===== src/rtl/seg7_scan_ctrl_if.sv =====
// Register bus between the peripheral decoder and the 7-segment scan controller.
// Single-cycle write strobe; readback is combinational from the addressed register.
interface seg7_scan_ctrl_if;
  // Handshake: a write happens on each clock edge where we_i=1 (no ready, no stall);
  // rdata_o always reflects the register selected by addr_i with zero wait states.
  logic        we_i;
  logic        addr_i;
  logic [31:0] wdata_i;
  logic [31:0] rdata_o;

  modport master (output we_i, addr_i, wdata_i, input rdata_o);
  modport slave  (input we_i, addr_i, wdata_i, output rdata_o);
endinterface


===== src/rtl/seg7_scan_ctrl.sv =====
// Time-multiplexed 7-segment scan controller with frame-synchronous DATA shadowing.
// Optional per-digit dimming is compiled in with `define SEG7_DIMMING_EN.
module seg7_scan_ctrl #(
  parameter int N_DIGITS   = 8,
  parameter bit ACTIVE_LOW = 1'b1
) (
  input  logic            clk_10MHz_i,
  input  logic            rst_i,
  input  logic            clk_10kHz_i,
  seg7_scan_ctrl_if.slave bus,
  output logic [7:0]      an_o,
  output logic [6:0]      seg_o,
  output logic            dp_o
);
  localparam logic [31:0] CTRL_MASK = 32'h07FF_FF01;
  localparam logic [2:0]  LAST_IDX  = 3'(N_DIGITS - 1);
  localparam logic [7:0]  AN_OFF    = {8{ACTIVE_LOW}};
  localparam logic [6:0]  SEG_OFF   = {7{ACTIVE_LOW}};

  logic        prev;
  logic        tick;
  logic        wrap;
  logic [2:0]  idx;
  logic [31:0] data_stage;
  logic [31:0] data_active;
  logic [31:0] ctrl;
  logic        data_wr;
  logic        ctrl_wr;
  logic        dim_ok;
  logic [3:0]  nibble;
  logic        show;
  logic [7:0]  an_nx;
  logic [6:0]  seg_nx;
  logic        dp_nx;

  function automatic logic [6:0] hex7(input logic [3:0] v);
    logic [6:0] s;
    case (v)
      4'h0:    s = 7'h3F;
      4'h1:    s = 7'h06;
      4'h2:    s = 7'h5B;
      4'h3:    s = 7'h4F;
      4'h4:    s = 7'h66;
      4'h5:    s = 7'h6D;
      4'h6:    s = 7'h7D;
      4'h7:    s = 7'h07;
      4'h8:    s = 7'h7F;
      4'h9:    s = 7'h6F;
      4'hA:    s = 7'h77;
      4'hB:    s = 7'h7C;
      4'hC:    s = 7'h39;
      4'hD:    s = 7'h5E;
      4'hE:    s = 7'h79;
      default: s = 7'h71;
    endcase
    return s;
  endfunction

  assign data_wr     = bus.we_i & ~bus.addr_i;
  assign ctrl_wr     = bus.we_i &  bus.addr_i;
  assign tick        = clk_10kHz_i & ~prev;
  assign wrap        = tick && (idx == LAST_IDX);
  assign bus.rdata_o = bus.addr_i ? ctrl : data_stage;

  // prev resets low so a refresh clock already high at reset release yields a tick.
  always_ff @(posedge clk_10MHz_i or posedge rst_i) begin
    if (rst_i) prev <= 1'b0;
    else       prev <= clk_10kHz_i;
  end

  always_ff @(posedge clk_10MHz_i or posedge rst_i) begin
    if (rst_i)     idx <= 3'd0;
    else if (tick) idx <= wrap ? 3'd0 : idx + 3'd1;
  end

  always_ff @(posedge clk_10MHz_i or posedge rst_i) begin
    if (rst_i) begin
      data_stage <= '0;
      ctrl       <= '0;
    end else begin
      if (data_wr) data_stage <= bus.wdata_i;
      if (ctrl_wr) ctrl       <= bus.wdata_i & CTRL_MASK;
    end
  end

  // Shadow copy at frame start; a write landing on the wrapping tick is forwarded.
  always_ff @(posedge clk_10MHz_i or posedge rst_i) begin
    if (rst_i)     data_active <= '0;
    else if (wrap) data_active <= data_wr ? bus.wdata_i : data_stage;
  end

`ifdef SEG7_DIMMING_EN
  logic [10:0] slot;
  logic [10:0] dim_limit;

  always_ff @(posedge clk_10MHz_i or posedge rst_i) begin
    if (rst_i)                slot <= 11'd0;
    else if (tick)            slot <= 11'd0;
    else if (slot != 11'h7FF) slot <= slot + 11'd1;
  end

  assign dim_limit = 11'(({8'd0, ctrl[26:24]} + 11'd1) * 11'd125);
  assign dim_ok    = (slot < dim_limit);
`else
  assign dim_ok = 1'b1;
`endif

  always_comb begin
    an_nx  = '0;
    seg_nx = '0;
    dp_nx  = 1'b0;
    nibble = data_active[{idx, 2'b00} +: 4];
    show   = ctrl[0] & ctrl[{2'b01, idx}] & dim_ok;
    if (show) begin
      an_nx[idx] = 1'b1;
      seg_nx     = hex7(nibble);
      dp_nx      = ctrl[{2'b10, idx}];
    end
  end

  // Registered, one-hot anode drive: no overlap between digits at transitions.
  always_ff @(posedge clk_10MHz_i or posedge rst_i) begin
    if (rst_i) begin
      an_o  <= AN_OFF;
      seg_o <= SEG_OFF;
      dp_o  <= ACTIVE_LOW;
    end else begin
      an_o  <= an_nx ^ AN_OFF;
      seg_o <= seg_nx ^ SEG_OFF;
      dp_o  <= dp_nx ^ ACTIVE_LOW;
    end
  end
endmodule


===== src/flat_wrapper.sv =====
// flat-port wrapper written by rule: the top's interface ports become plain ports
module seg7_scan_ctrl_flat 
#(
  parameter int N_DIGITS   = 8,
  parameter bit ACTIVE_LOW = 1'b1
)
  (clk_10MHz_i, rst_i, clk_10kHz_i, an_o, seg_o, dp_o, bus_we_i, bus_addr_i, bus_wdata_i, bus_rdata_o);
  seg7_scan_ctrl_if bus_i ();
  input  logic clk_10MHz_i;
  input  logic rst_i;
  input  logic clk_10kHz_i;
  output logic [7:0] an_o;
  output logic [6:0] seg_o;
  output logic dp_o;
  input wire logic [$bits(bus_i.we_i)-1:0] bus_we_i;
  input wire logic [$bits(bus_i.addr_i)-1:0] bus_addr_i;
  input wire logic [$bits(bus_i.wdata_i)-1:0] bus_wdata_i;
  output wire logic [$bits(bus_i.rdata_o)-1:0] bus_rdata_o;
  assign bus_i.we_i = bus_we_i;
  assign bus_i.addr_i = bus_addr_i;
  assign bus_i.wdata_i = bus_wdata_i;
  assign bus_rdata_o = bus_i.rdata_o;
  seg7_scan_ctrl #(.N_DIGITS(N_DIGITS), .ACTIVE_LOW(ACTIVE_LOW)) u_core (.clk_10MHz_i(clk_10MHz_i), .rst_i(rst_i), .clk_10kHz_i(clk_10kHz_i), .bus(bus_i), .an_o(an_o), .seg_o(seg_o), .dp_o(dp_o));
endmodule

===== config.mk =====
export PLATFORM = sky130hd
export DESIGN_NAME = seg7_scan_ctrl_flat
export DESIGN_NICKNAME = d
export VERILOG_FILES = /design/src/rtl/seg7_scan_ctrl_if.sv /design/src/rtl/seg7_scan_ctrl.sv /design/src/flat_wrapper.sv
export SDC_FILE = /design/constraint.sdc
export NUM_CORES = 1
export LEC_CHECK = 0
export ABC_AREA = 1
export CAP_MARGIN = 15
export CELL_PAD_IN_SITES_DETAIL_PLACEMENT = 1
export CELL_PAD_IN_SITES_GLOBAL_PLACEMENT = 1
export CORE_MARGIN = 4
export CORE_UTILIZATION = 30
export CTS_CLUSTER_SIZE = 40
export DETAILED_ROUTE_END_ITERATION = 12
export PLACE_DENSITY = 0.75
export SYNTH_ARGS = -nofsm -noshare
export SYNTH_HDL_FRONTEND = slang
export SYNTH_SLANG_ARGS = --single-unit

===== constraint.sdc =====
create_clock -name clk_10MHz_i -period 3.1 [get_ports clk_10MHz_i]
set_input_delay 0.465 -clock clk_10MHz_i [delete_from_list [all_inputs] [get_ports clk_10MHz_i]]
set_output_delay 0.465 -clock clk_10MHz_i [all_outputs]
set_load 0.02 [all_outputs]

==> key figures <==
Status
  • Outcome: finished, final reports clean

Worst setup path
  • CP Data Arrival Time: 2180 ps
  • WS Path Type: in -> out
  • Slowest cell on the critical path: clkdlybuf4s50_1
  • Worst Setup Start Kind: input port
  • Crit path max fanout: 15
  • Setup crit end kind: output port
  • Max stage delay on crit path: 630 ps
  • Worst R2R Setup Slack: 760 ps
  • Worst r2r src: u_core.idx[1]$_DFFE_PP0P_
  • Crit-path cells: clkdlybuf4s50_1 -> inv_2 -> buf_4 -> nand2_1 -> nand2_1 -> clkdlybuf4s50_1
  • Critical Path RT: 2630 ps
  • Reg-to-Reg End: u_core.data_active[12]$_DFFE_PP0P_
  • R2R depth: 6

Drt
  • Antenna Nets Post-Route: 0
  • 1st-iter DRT viols: 248
  • Wire length per cell: 15.48 µm
  • Via density: 4.555
  • # DRC: 0
  • Via count: 4086
  • Total Wirelength: 13890 µm
  • TritonRoute pass-1 iters: 4

Pwr
  • Worst vdd ir: 0.3160 mV
  • Leakage power: 3.042 nW
  • PD cells: 809.2 nW/µm²

STA
  • Setup Skew: 11.13 ps
  • Worst slew margin: 62.31%
  • Worst hold margin: 494.1 ps
  • Min Tclk post-route: 2649 ps
  • Max-slew violations: 0
  • Final period util: 85.45%
  • Final setup vio count: 0
  • Fmax: 377.5 MHz
  • Setup TNS: 0 ps
  • Worst-margin pin slew: 565.4 ps
  • Unrepaired setup endpoints after global routing: no
  • Final hold vios: 0

Flow run
  • Max cap viols: 0

Logic synthesis
  • Top cells by area, synth: dfrtp_1 (44%), nand2_1 (14%), dfstp_2 (8.4%)
  • Synth Net Count: 639
  • Syn. warnings: 0
  • Synth cell types: 27
  • Post-synth ARST share: 100.0%
  • Mean post-synth cell area: 8.464 µm²
  • Most common cell in the synthesized netlist: nand2_1
  • Post-synthesis sequential area ratio: 52.17%
  • Synthesized flop and latch total: 104
  • Number of flops mapped to enable cells by yosys: 0
  • Cells after synthesis: 594
  • Mapped Area: 5027 µm²
  • Area leader, netlist: dfrtp_1
  • Predominant post-synthesis flop cell: dfrtp_1
  • Synth top cells by count: nand2_1 (194), dfrtp_1 (88), inv_1 (61), o21ai_0 (60), nor2_1 (44)
  • Yosys top cell area share: 43.80%

Worst hold path
  • Hold Path End: u_core.ctrl[25]$_DFFE_PP0P_
  • Worst hold-check path type: reg -> reg
  • Hold_sp: u_core.ctrl[25]$_DFFE_PP0P_
  • Hold Path Depth: 2

GRT
  • GR Layer Usage met2: 26.74%
  • Total GRT Usage: 15.62%
  • Largest net degree at the start of global routing: 105
  • Number of global-route vias before repair: 4539
  • Total gr overflow: 0
  • Antenna violations before repair: 0
  • Global route hottest layer: met2
  • First-pass GRT wire length: 22990 µm
  • Met3 Usage GRT: 3.251%
  • Global Route met1 Usage: 19.59%

Place
  • RePlAce Congestion: 0.8108
  • DP HPWL: 10250 µm
  • Port-buffer cells: 84
  • Placed cell area: 6063 µm²

Layout
  • Layout cells sized above 1: 13.74%
  • Final Instance Area: 6341 µm²
  • Reg area: 2623 µm²
  • Filler cells: 1912
  • Layout Nets: 717
  • ANT cells: 0
  • Layout overhead on the synthesized area: 26.13%
  • Footprint of the multi-input gates: 1978 µm²

Floorplanning
  • Die Width: 137.5 µm
  • Die Span Y: 137.5 µm
  • Die footprint: 18890 µm²
  • Core box area: 16520 µm²
  • I/O pins: 85
  • Initial Util: 30.42%
  • Site Rows: 47

CTS
  • CTS H-tree lvls: 3
  • Post-CTS Resized: 0
  • CTS tree: done
  • Clock tree buffer depth: 2
  • CTS sink count: 104
  • Setup repair bufs after CTS: 0
  • Root Buffer: clkbuf_16
  • Cts hold-fix bufs: 0
  • CTS Buf Count: 9
  • Clock-pin slew on the worst setup and hold paths: 70 ps
  • Clock Latency Late Sink: 350 ps
-- layout make-up --
| type | instances | share of cell area (%) |
|---|---|---|
| Clock inverter | 2 | 0.2170 |
| Timing Repair Buffer | 94 | 14.64 |
| Clock buffer | 14 | 4.163 |
| Multi-Input combinational cell | 396 | 31.20 |
| Inverter | 67 | 4.084 |
| Sequential cell | 104 | 41.36 |
| Tap cell | 220 | 4.341 |
-- registers in the layout, indices dropped and copies added, names as in the netlist --
register            count
u_core.idx              3
u_core.data_stage      32
u_core.dp_o             1
u_core.an_o             8
u_core.data_active     32
u_core.seg_o            7
u_core.prev             1
u_core.ctrl            20
-- metal layers --
metal / part of all wire, % / wire (µm) / vias to the layer above
met2: 50 / 6926 / 65
met5: 0 / 0 / -
li1: - / - / 2001
met4: 2.3 / 313 / 0
met1: 45 / 6210 / 2001
met3: 3.2 / 438 / 19
-- worst max-delay path, delay by kind of cell --
family,cells,cell delay [ps]
buffers and inverters,4,1540
and+or+nand+nor,2,170
-- worst max-delay path by stage --
stage / endpoint / slack [ps] / cells past startpoint / startpoint
global placement: bus_rdata_o[21] / 500 / 5 / bus_addr_i
global route: bus_rdata_o[18] / 390 / 5 / bus_addr_i
floorplan: u_core.seg_o[3]$_DFF_PP1_ / 1340 / 15 / u_core.idx[2]$_DFFE_PP0P_
finish: bus_rdata_o[13] / 450 / 6 / bus_addr_i
detailed placement: bus_rdata_o[13] / 440 / 6 / bus_addr_i
CTS: bus_rdata_o[13] / 440 / 6 / bus_addr_i
-- through the flow --
stage | total power, W | std cells | util [%] | setup slack (ps)
after floorplan | 0.003461 | 594 | - | 1343
after global placement | 0.003959 | 881 | 36.69 | 502.9
after detailed placement | 0.004087 | 881 | 36.69 | 440.1
after CTS | 0.005205 | 897 | 38.37 | 437.7
after global routing | 0.005534 | 897 | 38.37 | 392.6
final | 0.005131 | 897 | 38.37 | 451.2
-- cell usage in the layout, fill, tap and decap left out, types with 2 or more instances in the layout --
master,synthesis,routed
mux2_2,18,18
ha_1,8,8
nand3_1,12,12
clkinv_2,1,2
o21ai_1,5,5
nand3_2,7,7
nand2_1,194,194
dfrtp_1,88,88
nor4_1,2,2
o21ai_0,60,60
buf_4,0,9
clkbuf_8,0,2
clkbuf_1,11,3
clkdlybuf4s50_1,0,84
nor3_1,6,6
inv_2,4,4
nand2_4,3,3
nor2_1,44,44
nor2_2,4,4
clkbuf_16,0,9
nor2_8,2,2
nor2_4,2,2
nand2_2,11,11
dfstp_2,16,16
a21oi_1,16,16
inv_1,61,60
-- cells by family (layout without fill, tap and decap cells) --
family	Yosys count	in the layout	synth area share, %
adders and majority gates	8	8	1.991
and+or+nand+nor	288	288	25.11
AOI/OAI and AO/OA	82	82	8.213
buffers and inverters	94	177	8.487
muxes	18	18	4.032
DFF	104	104	52.17
-- power by group --
part | internal, W | switching (W)
clock | 0.000592 | 0.000499
combinational | 0.000785 | 0.00130
sequential | 0.00173 | 0.000225
total | 0.00311 | 0.00202
Note: power is estimated with default switching activity, not from simulation.
